$ cat config.mk
export PLATFORM = sky130hd
export DESIGN_NAME = ibuf_load_ctrl
export DESIGN_NICKNAME = d
export VERILOG_FILES = /design/src/rtl/ibuf_load_ctrl.sv
export SDC_FILE = /design/constraint.sdc
export NUM_CORES = 1
export LEC_CHECK = 0
export BUFFER_PORTS_ARGS = -buffer_cell sky130_fd_sc_hd__buf_4
export CORE_UTILIZATION = 29
export CTS_CLUSTER_SIZE = 30
export DETAILED_ROUTE_END_ITERATION = 8
export PLACE_DENSITY = 0.59
export REMOVE_ABC_BUFFERS = 1
export SLEW_MARGIN = 20
export SYNTH_ARGS = -nofsm -noshare
export SYNTH_HDL_FRONTEND = slang
export SYNTH_SLANG_ARGS = --single-unit
$ cat constraint.sdc
create_clock -name clk -period 2.8 [get_ports clk]
set_input_delay 0.14 -clock clk [delete_from_list [all_inputs] [get_ports clk]]
set_output_delay 0.14 -clock clk [all_outputs]
set_load 0.005 [all_outputs]
$ cat src/rtl/ibuf_load_ctrl.sv
// Input-tile load sequencer: one AXI-style read burst per feature-map row,
// opens the buffer write window while loading, then holds the tile resident
// until the compute scheduler releases it.
module ibuf_load_ctrl #(
  parameter int unsigned DW      = 32,
  parameter int unsigned AW      = 32,
  parameter int unsigned STRIDE  = 1,
  parameter int unsigned POY     = 3,
  parameter int unsigned POX     = 3,
  parameter int unsigned KSIZE   = 3,
  parameter int unsigned MAX_OUT = 2
) (
  input  logic          clk,
  input  logic          rst,
  input  logic          cfg_valid,
  output logic          cfg_ready,
  input  logic [AW-1:0] cfg_base,
  input  logic [AW-1:0] cfg_pitch,
  output logic          arvalid,
  input  logic          arready,
  output logic [AW-1:0] araddr,
  output logic [7:0]    arlen,
  input  logic          rvalid,
  input  logic          rlast,
  output logic          rready,
  output logic          data_load,
  output logic          buf_valid,
  input  logic          buf_release,
  output logic          busy,
  output logic          len_err
);

  localparam int unsigned LM   = (STRIDE + 1) * POY - STRIDE;
  localparam int unsigned BUFW = POX * STRIDE + KSIZE / 2;
  localparam int unsigned CW   = $clog2(LM + 1);
  localparam int unsigned OW   = 4;
  localparam int unsigned BW   = 8;

  // Reject parameter sets the counters cannot represent.
  if ((DW % 8) != 0 || MAX_OUT < 1 || MAX_OUT > 15) begin : g_param_check
    $error("ibuf_load_ctrl: DW must be a byte multiple and MAX_OUT within 1..15");
  end

  typedef enum logic [1:0] {
    IDLE = 2'd0,
    LOAD = 2'd1,
    DONE = 2'd2
  } state_e;

  state_e        state_q, state_d;
  logic [AW-1:0] araddr_q, araddr_d;
  logic [AW-1:0] pitch_q, pitch_d;
  logic [CW-1:0] issued_q, issued_d;
  logic [CW-1:0] done_rows_q, done_rows_d;
  logic [OW-1:0] outstanding_q, outstanding_d;
  logic [BW-1:0] beat_cnt_q, beat_cnt_d;
  logic          arvalid_q, arvalid_d;
  logic          len_err_q, len_err_d;
  logic          cfg_ready_q, cfg_ready_d;
  logic          data_load_q, data_load_d;
  logic          rready_q, rready_d;
  logic          buf_valid_q, buf_valid_d;
  logic          busy_q, busy_d;

  logic ar_hs;
  logic r_hs;
  logic rlast_hs;

  assign ar_hs    = arvalid_q & arready;
  assign r_hs     = rvalid & rready_q;
  assign rlast_hs = r_hs & rlast;

  // Next-state, counter and registered-output computation.
  always_comb begin
    state_d       = state_q;
    araddr_d      = araddr_q;
    pitch_d       = pitch_q;
    issued_d      = issued_q;
    done_rows_d   = done_rows_q;
    outstanding_d = outstanding_q;
    beat_cnt_d    = beat_cnt_q;
    arvalid_d     = 1'b0;
    len_err_d     = len_err_q;

    case (state_q)
      IDLE: begin
        if (cfg_valid) begin
          araddr_d      = cfg_base;
          pitch_d       = cfg_pitch;
          issued_d      = '0;
          done_rows_d   = '0;
          outstanding_d = '0;
          beat_cnt_d    = '0;
          arvalid_d     = 1'b1;
          state_d       = LOAD;
        end
      end
      LOAD: begin
        if (ar_hs) begin
          issued_d = issued_q + CW'(1);
          araddr_d = araddr_q + pitch_q;
        end
        if (r_hs) begin
          if (rlast) begin
            beat_cnt_d  = '0;
            done_rows_d = done_rows_q + CW'(1);
            if (beat_cnt_q != BW'(BUFW - 1)) begin
              len_err_d = 1'b1;
            end
          end else if (beat_cnt_q != {BW{1'b1}}) begin
            beat_cnt_d = beat_cnt_q + BW'(1);
          end
        end
        outstanding_d = outstanding_q + OW'(ar_hs) - OW'(rlast_hs);
        if (rlast_hs && (done_rows_d == CW'(LM))) begin
          state_d = DONE;
        end else begin
          arvalid_d = (issued_d < CW'(LM)) && (outstanding_d < OW'(MAX_OUT));
        end
      end
      DONE: begin
        if (buf_release) begin
          state_d = IDLE;
        end
      end
      default: state_d = IDLE;
    endcase

    cfg_ready_d = (state_d == IDLE);
    data_load_d = (state_d == LOAD);
    rready_d    = (state_d == LOAD);
    buf_valid_d = (state_d == DONE);
    busy_d      = (state_d != IDLE);
  end

  // State, counters and output flops with synchronous reset.
  always_ff @(posedge clk) begin
    if (rst) begin
      state_q       <= IDLE;
      araddr_q      <= '0;
      pitch_q       <= '0;
      issued_q      <= '0;
      done_rows_q   <= '0;
      outstanding_q <= '0;
      beat_cnt_q    <= '0;
      arvalid_q     <= 1'b0;
      len_err_q     <= 1'b0;
      cfg_ready_q   <= 1'b1;
      data_load_q   <= 1'b0;
      rready_q      <= 1'b0;
      buf_valid_q   <= 1'b0;
      busy_q        <= 1'b0;
    end else begin
      state_q       <= state_d;
      araddr_q      <= araddr_d;
      pitch_q       <= pitch_d;
      issued_q      <= issued_d;
      done_rows_q   <= done_rows_d;
      outstanding_q <= outstanding_d;
      beat_cnt_q    <= beat_cnt_d;
      arvalid_q     <= arvalid_d;
      len_err_q     <= len_err_d;
      cfg_ready_q   <= cfg_ready_d;
      data_load_q   <= data_load_d;
      rready_q      <= rready_d;
      buf_valid_q   <= buf_valid_d;
      busy_q        <= busy_d;
    end
  end

  assign cfg_ready = cfg_ready_q;
  assign arvalid   = arvalid_q;
  assign araddr    = araddr_q;
  assign arlen     = 8'(BUFW - 1);
  assign rready    = rready_q;
  assign data_load = data_load_q;
  assign buf_valid = buf_valid_q;
  assign busy      = busy_q;
  assign len_err   = len_err_q;

endmodule

# Word level (Yosys, flattened, before mapping)
# Index checks and enable logic that the tools add are counted.
dict set report totals {
  n_memories 0
  mem_bits_rw 0
  regBits 90
  rom_bits 0
  out_inout_bits 47
  latch_bits 0
  wordCells 71
  in_bits 71
}
dict set report classes {
  n_mux 25
  div_mod_pow 0
  reduce_logical 11
  n_mul 0
  n_lt_le_gt_ge 2
  n_eq_ne 11
  n_bitwise 3
  shift 0
  add_sub_neg 6
}
# op n
set ops {}
lappend ops {{two-way mux 32 bit} 2}
lappend ops {{case mux 32 bit (2 select lines)} 1}
lappend ops {{adder 32 bit} 1}
lappend ops {{two-way mux 8 bit} 4}
lappend ops {{two-way mux 3 bit} 6}
lappend ops {{case mux 8 bit (2 select lines)} 1}
lappend ops {{case mux 3 bit (2 select lines)} 2}
lappend ops {{adder 8 x 1 -> 8 bit, second input constant} 1}
lappend ops {{!= test 8 x 2 -> 1 bit, second input constant} 1}
lappend ops {{!= test 8 bit, second input constant} 1}
lappend ops {{case mux 4 bit (2 select lines)} 1}
lappend ops {{AND reduction 4 bit} 2}
lappend ops {{adder 3 x 1 -> 3 bit, second input constant} 2}
lappend ops {{two-way mux 2 bit} 3}
lappend ops {{!= test 2 bit, second input constant} 3}
lappend ops {{case mux 2 bit (3 select lines)} 1}
lappend ops {{adder 4 x 1 -> 4 bit} 1}
lappend ops {{equality test 2 x 1 -> 1 bit, second input constant} 2}
lappend ops {{equality test 2 bit, second input constant} 2}
lappend ops {{logical NOT 2 bit} 2}
lappend ops {{less-than comparator 4 x 2 -> 1 bit, second input constant} 1}
lappend ops {{two-way mux 4 bit} 1}
lappend ops {{AND reduction 2 bit} 2}
lappend ops {{nonzero test 2 bit} 2}
lappend ops {{9 further kinds} 13}

# Longest topological paths before layout
dict set report logic_depth {
  depth_word 9
  depth_mapped 12
  ltp_nobuf 11
}

# Worst setup path before layout
# Ideal clock, no wire load.
dict set report synth_path {
  kind {register -> register}
  from {register araddr_q[0] (netlist: araddr[0])}
  to {register araddr_q[30] (netlist: araddr[30])}
  slack_ns 0.150
  arrival_ns 2.546
  path_buffers 0
  synth_period_minus_slack_ns 2.650
  setup_ns 0.103
  required_time_ns 2.697
  path_stages_with_launch 12
  path_cell_list {dfxtp_1 > ha_1 > inv_1 > fa_1 > nand2b_1 > a211oi_2 > o2111ai_2 > a21oi_4 > a21oi_4 > o311ai_4 > xnor2_1 > a2111oi_2}
}
dict set report synth_via {
  elab_chain_cells 3
}
# item line_no
set synth_lines {}
lappend synth_lines {{start, declared} 51} ;# logic [AW-1:0] araddr_q, araddr_d;
lappend synth_lines {{start signal, assigned} 155} ;# araddr_q <= araddr_d;
lappend synth_lines {{adder 32 bit} 101} ;# araddr_d = araddr_q + pitch_q;
lappend synth_lines {{two-way mux 32 bit} 99} ;# if (ar_hs) begin
lappend synth_lines {{case mux 32 bit (2 select lines)} 85} ;# case (state_q)
# No other way between the ends. The select of a mux whose other input is x is not followed.
# A chain may end at the register's enable or synchronous reset.

# Worst setup path in the final report
# Ends and elaborated chain as after synthesis.

==> metrics.md <==
| Metric | Value |
|---|---|
| Outcome | `finished, final reports clean` |
| Clock Skew | `0.00878 ns` |
| Starting density of the core | `29.7%` |
| Max_cap viols | `0` |
| Final Instance Area | `6990 µm²` |
| Core outline area | `18700 µm²` |
| Htree depth | `3` |
| Fin util | `37.4%` |
| DP HPWL | `11700 µm` |
| XOR/XNOR share of the synthesized area | `4.26%` |
| Drt total wl | `16200 µm` |
| Worst Hold Class | `in -> reg` |
| Final net count | `930` |
| Ys flop type | `dfxtp_1` |
| Final worst slack | `0.0949 ns` |
| Post-layout min period | `2.71 ns` |
| Largest family of logic cells by synthesized area | `compound AO/OA/AOI/OAI gates` |
| Remaining DRCs | `0` |
| CP max-delay cell | `fa_2` |
| # rows | `50` |
| DR WL/cell | `15.3 µm` |
| Mapped Cells | `718` |
| Grt ovf | `0` |
| Chip Width | `140 µm` |
| Final hold vios | `0` |
| Die area | `19700 µm²` |
| Slew headroom | `64.8%` |
| Final worst-path cycle share | `96.6%` |
| Boundary Pins | `118` |
| Die height | `140 µm` |
| M2 GR Usage | `27.0%` |
| Vias in the first global route | `5020` |
| Vias per cell | `5.06` |
| Met1 GRT Util | `22.7%` |
| Seq. cell area | `1800 µm²` |
| Sequential fraction of the synthesis area | `32.4%` |
| Leakage | `3.01 nW` |
| Crit path max-delay family | `compound AO/OA/AOI/OAI gates` |
| RSZ-0062 raised after global routing | `true` |
| Root buf cell | `clkbuf_16` |
| Adder-cell share of the synthesized area | `9.28%` |
| Setup TNS | `0 ns` |
| GR peak layer | `met2` |
| Drt initial violations | `344` |
| Crit path arrival time | `2.97 ns` |
| Yosys cell types | `69` |
| CTS max path bufs | `2` |
| PwrDens | `502 nW/µm²` |
| Final setup violation count | `0` |
| EDFF count, synth | `0` |
| CTS clk-pin slew, worst paths | `0.07 ns` |
| CTS tree | `yes` |
| Crit path cell chain | `ha_2, inv_1, fa_2, nand2b_4, a211oi_4, o2111ai_4, a21oi_4, a21oi_4, o311ai_4, xnor2_2, a2111oi_2` |
| Design Power | `3.51 mW` |
| Fraction of layout cells with a size suffix above 1 | `21.0%` |
| Crit path required time | `3.06 ns` |
| Antenna violations before repair | `0` |
| Worst Setup SP | `araddr[0]` |
| First-pass GRT wire length | `26100 µm` |
| Fin. max-slew vios | `0` |
| Aggregate global-route resource usage | `16.7%` |
| Clk_lat worst skew | `0.36 ns` |
| Hold-fix buffers, CTS | `0` |
| Synth warnings | `0` |
| Clock sinks | `90` |
| Place WS | `-0.00118 ns` |
| Port Buffer Count | `109` |
| Yosys reg bits | `90` |
| DR vias | `5354` |
| Multi-input logic area | `3540 µm²` |
| Synth Area in Simple Gates | `21.2%` |
| Crit end category | `flop` |
| Area growth syn-to-layout | `25.9%` |
| Crit Path Class | `reg -> reg` |
| CP Launch Type | `flop` |
| Synth Area in Compound Gates | `26.5%` |
| Met3 Track Usage GR | `3.45%` |
| Worst VDD drop | `0.278 mV` |
| R2r startpoint | `araddr[0]` |
| Placed cell area | `6620 µm²` |
| Fillcell total | `1988` |
| Worst-Margin Slew | `0.527 ns` |
| ANT cells | `0` |
| Syn_area_per_cell | `7.73 µm²` |
| Crit-path max FO | `4` |
| CP most frequent cell | `a21oi_4` |
| Mux cell area share after synthesis | `0.721%` |
| Largest net degree at the start of global routing | `36` |
| Num CTS Buffers | `9` |
| DRT Pass-1 Iters | `5` |
| Hold wc startpoint | `cfg_pitch[10]` |
| Synth Cell Area | `5550 µm²` |
| Fmax | `370 MHz` |
| Slowest stage delay, CP | `0.34 ns` |
| Bufs and invs on worst path | `1` |
| Antenna Violating Nets Remaining | `0` |
| Global placement routability congestion | `0.845` |
| Ys async rst share | `0%` |
==> synthesized netlist by cell type, types with 11 or more instances <==
library cell / number / area, µm²
o21ai_0: 30 / 150
inv_1: 26 / 97.6
xnor2_1: 19 / 166
a211oi_1: 11 / 82.6
a21o_1: 17 / 128
ha_1: 38 / 475
dfxtp_1: 90 / 1800
nor2_1: 59 / 221
nor3_1: 17 / 85.1
nand2_1: 123 / 462
nand3_1: 13 / 65.1
a21oi_1: 93 / 465
a31oi_1: 14 / 87.6
clkbuf_1: 29 / 109
==> per-layer routing <==
layer,vias up,wire [µm]
met1,2484,7960
li1,2739,-
met4,0,151
met3,11,807
met5,-,0
met2,120,7300
==> cells in the final DEF (no fill, tap or decap), types with 10 or more instances in the layout <==
cell      instances
buf_4           129
nand2_1         123
a21oi_1          92
dfxtp_1          88
nor2_1           59
ha_1             37
o21ai_0          30
inv_1            26
xnor2_1          18
nor3_1           17
a21o_1           17
a31oi_1          14
nand3_1          13
a311oi_1         10
a211oi_1         10
and3_1           10
==> tightest hold or removal path, stage by stage <==
cell,delay (ns)
buf_4,0.11
nand2_1,0.04
a21oi_1,0.05
==> layout make-up <==
type	count	share of cell area (%)
clock inverter	7	0.931
tap	234	4.19
sequential	90	25.8
inverter	26	1.40
multi-input combinational	563	50.6
clock buffer	9	3.22
timing repair buffer	129	13.9
==> metrics by stage <==
stage,hold slack [ns],std cells
4_1_cts,0.0152,1055
2_1_floorplan,0.209,679
5_1_grt,0.0165,1058
3_5_place_dp,0.397,1039
6_report,0.0231,1058
3_3_place_gp,0.391,1039
==> cell families (layout without fill, tap and decap cells) <==
logic type | after synthesis | in the layout
simple gates | 259 | 259
other cells | 2 | 8
fa+ha+maj | 40 | 40
mux | 4 | 4
compound gates | 225 | 225
buf+inv | 71 | 171
xor+xnor | 27 | 27
flops | 90 | 90
==> worst paths after layout <==
path	end	slack, ns	depth (start not counted)
min	pitch_q[10]	0.02	3
min reg2reg	pitch_q[6]	0.46	2
max reg2reg	araddr[30]	0.09	11
max	araddr[30]	0.09	11
==> sequential cells by signal, summed over array words and instances (netlist names) <==
signal and flops:
buf_valid 1, issued_q 3, rready 1, araddr 32, busy 1, done_rows_q 3, pitch_q 32, cfg_ready 1
outstanding_q 4, len_err 1, state_q 2, arvalid 1, beat_cnt_q 8
==> report_power, final <==
group / switching [mW] / internal [mW] / total [mW]
Combinational: 0.462 / 0.374 / 0.837
Sequential: 0.0712 / 1.37 / 1.44
Clock: 0.605 / 0.628 / 1.23
==> what timing repair did <==
action	in CTS	in global routing
hold endpoints to repair	0	0
gates resized for setup	0	12
setup endpoints to repair	0	6
setup buffers	0	3
Note: power is estimated with default switching activity, not from simulation.
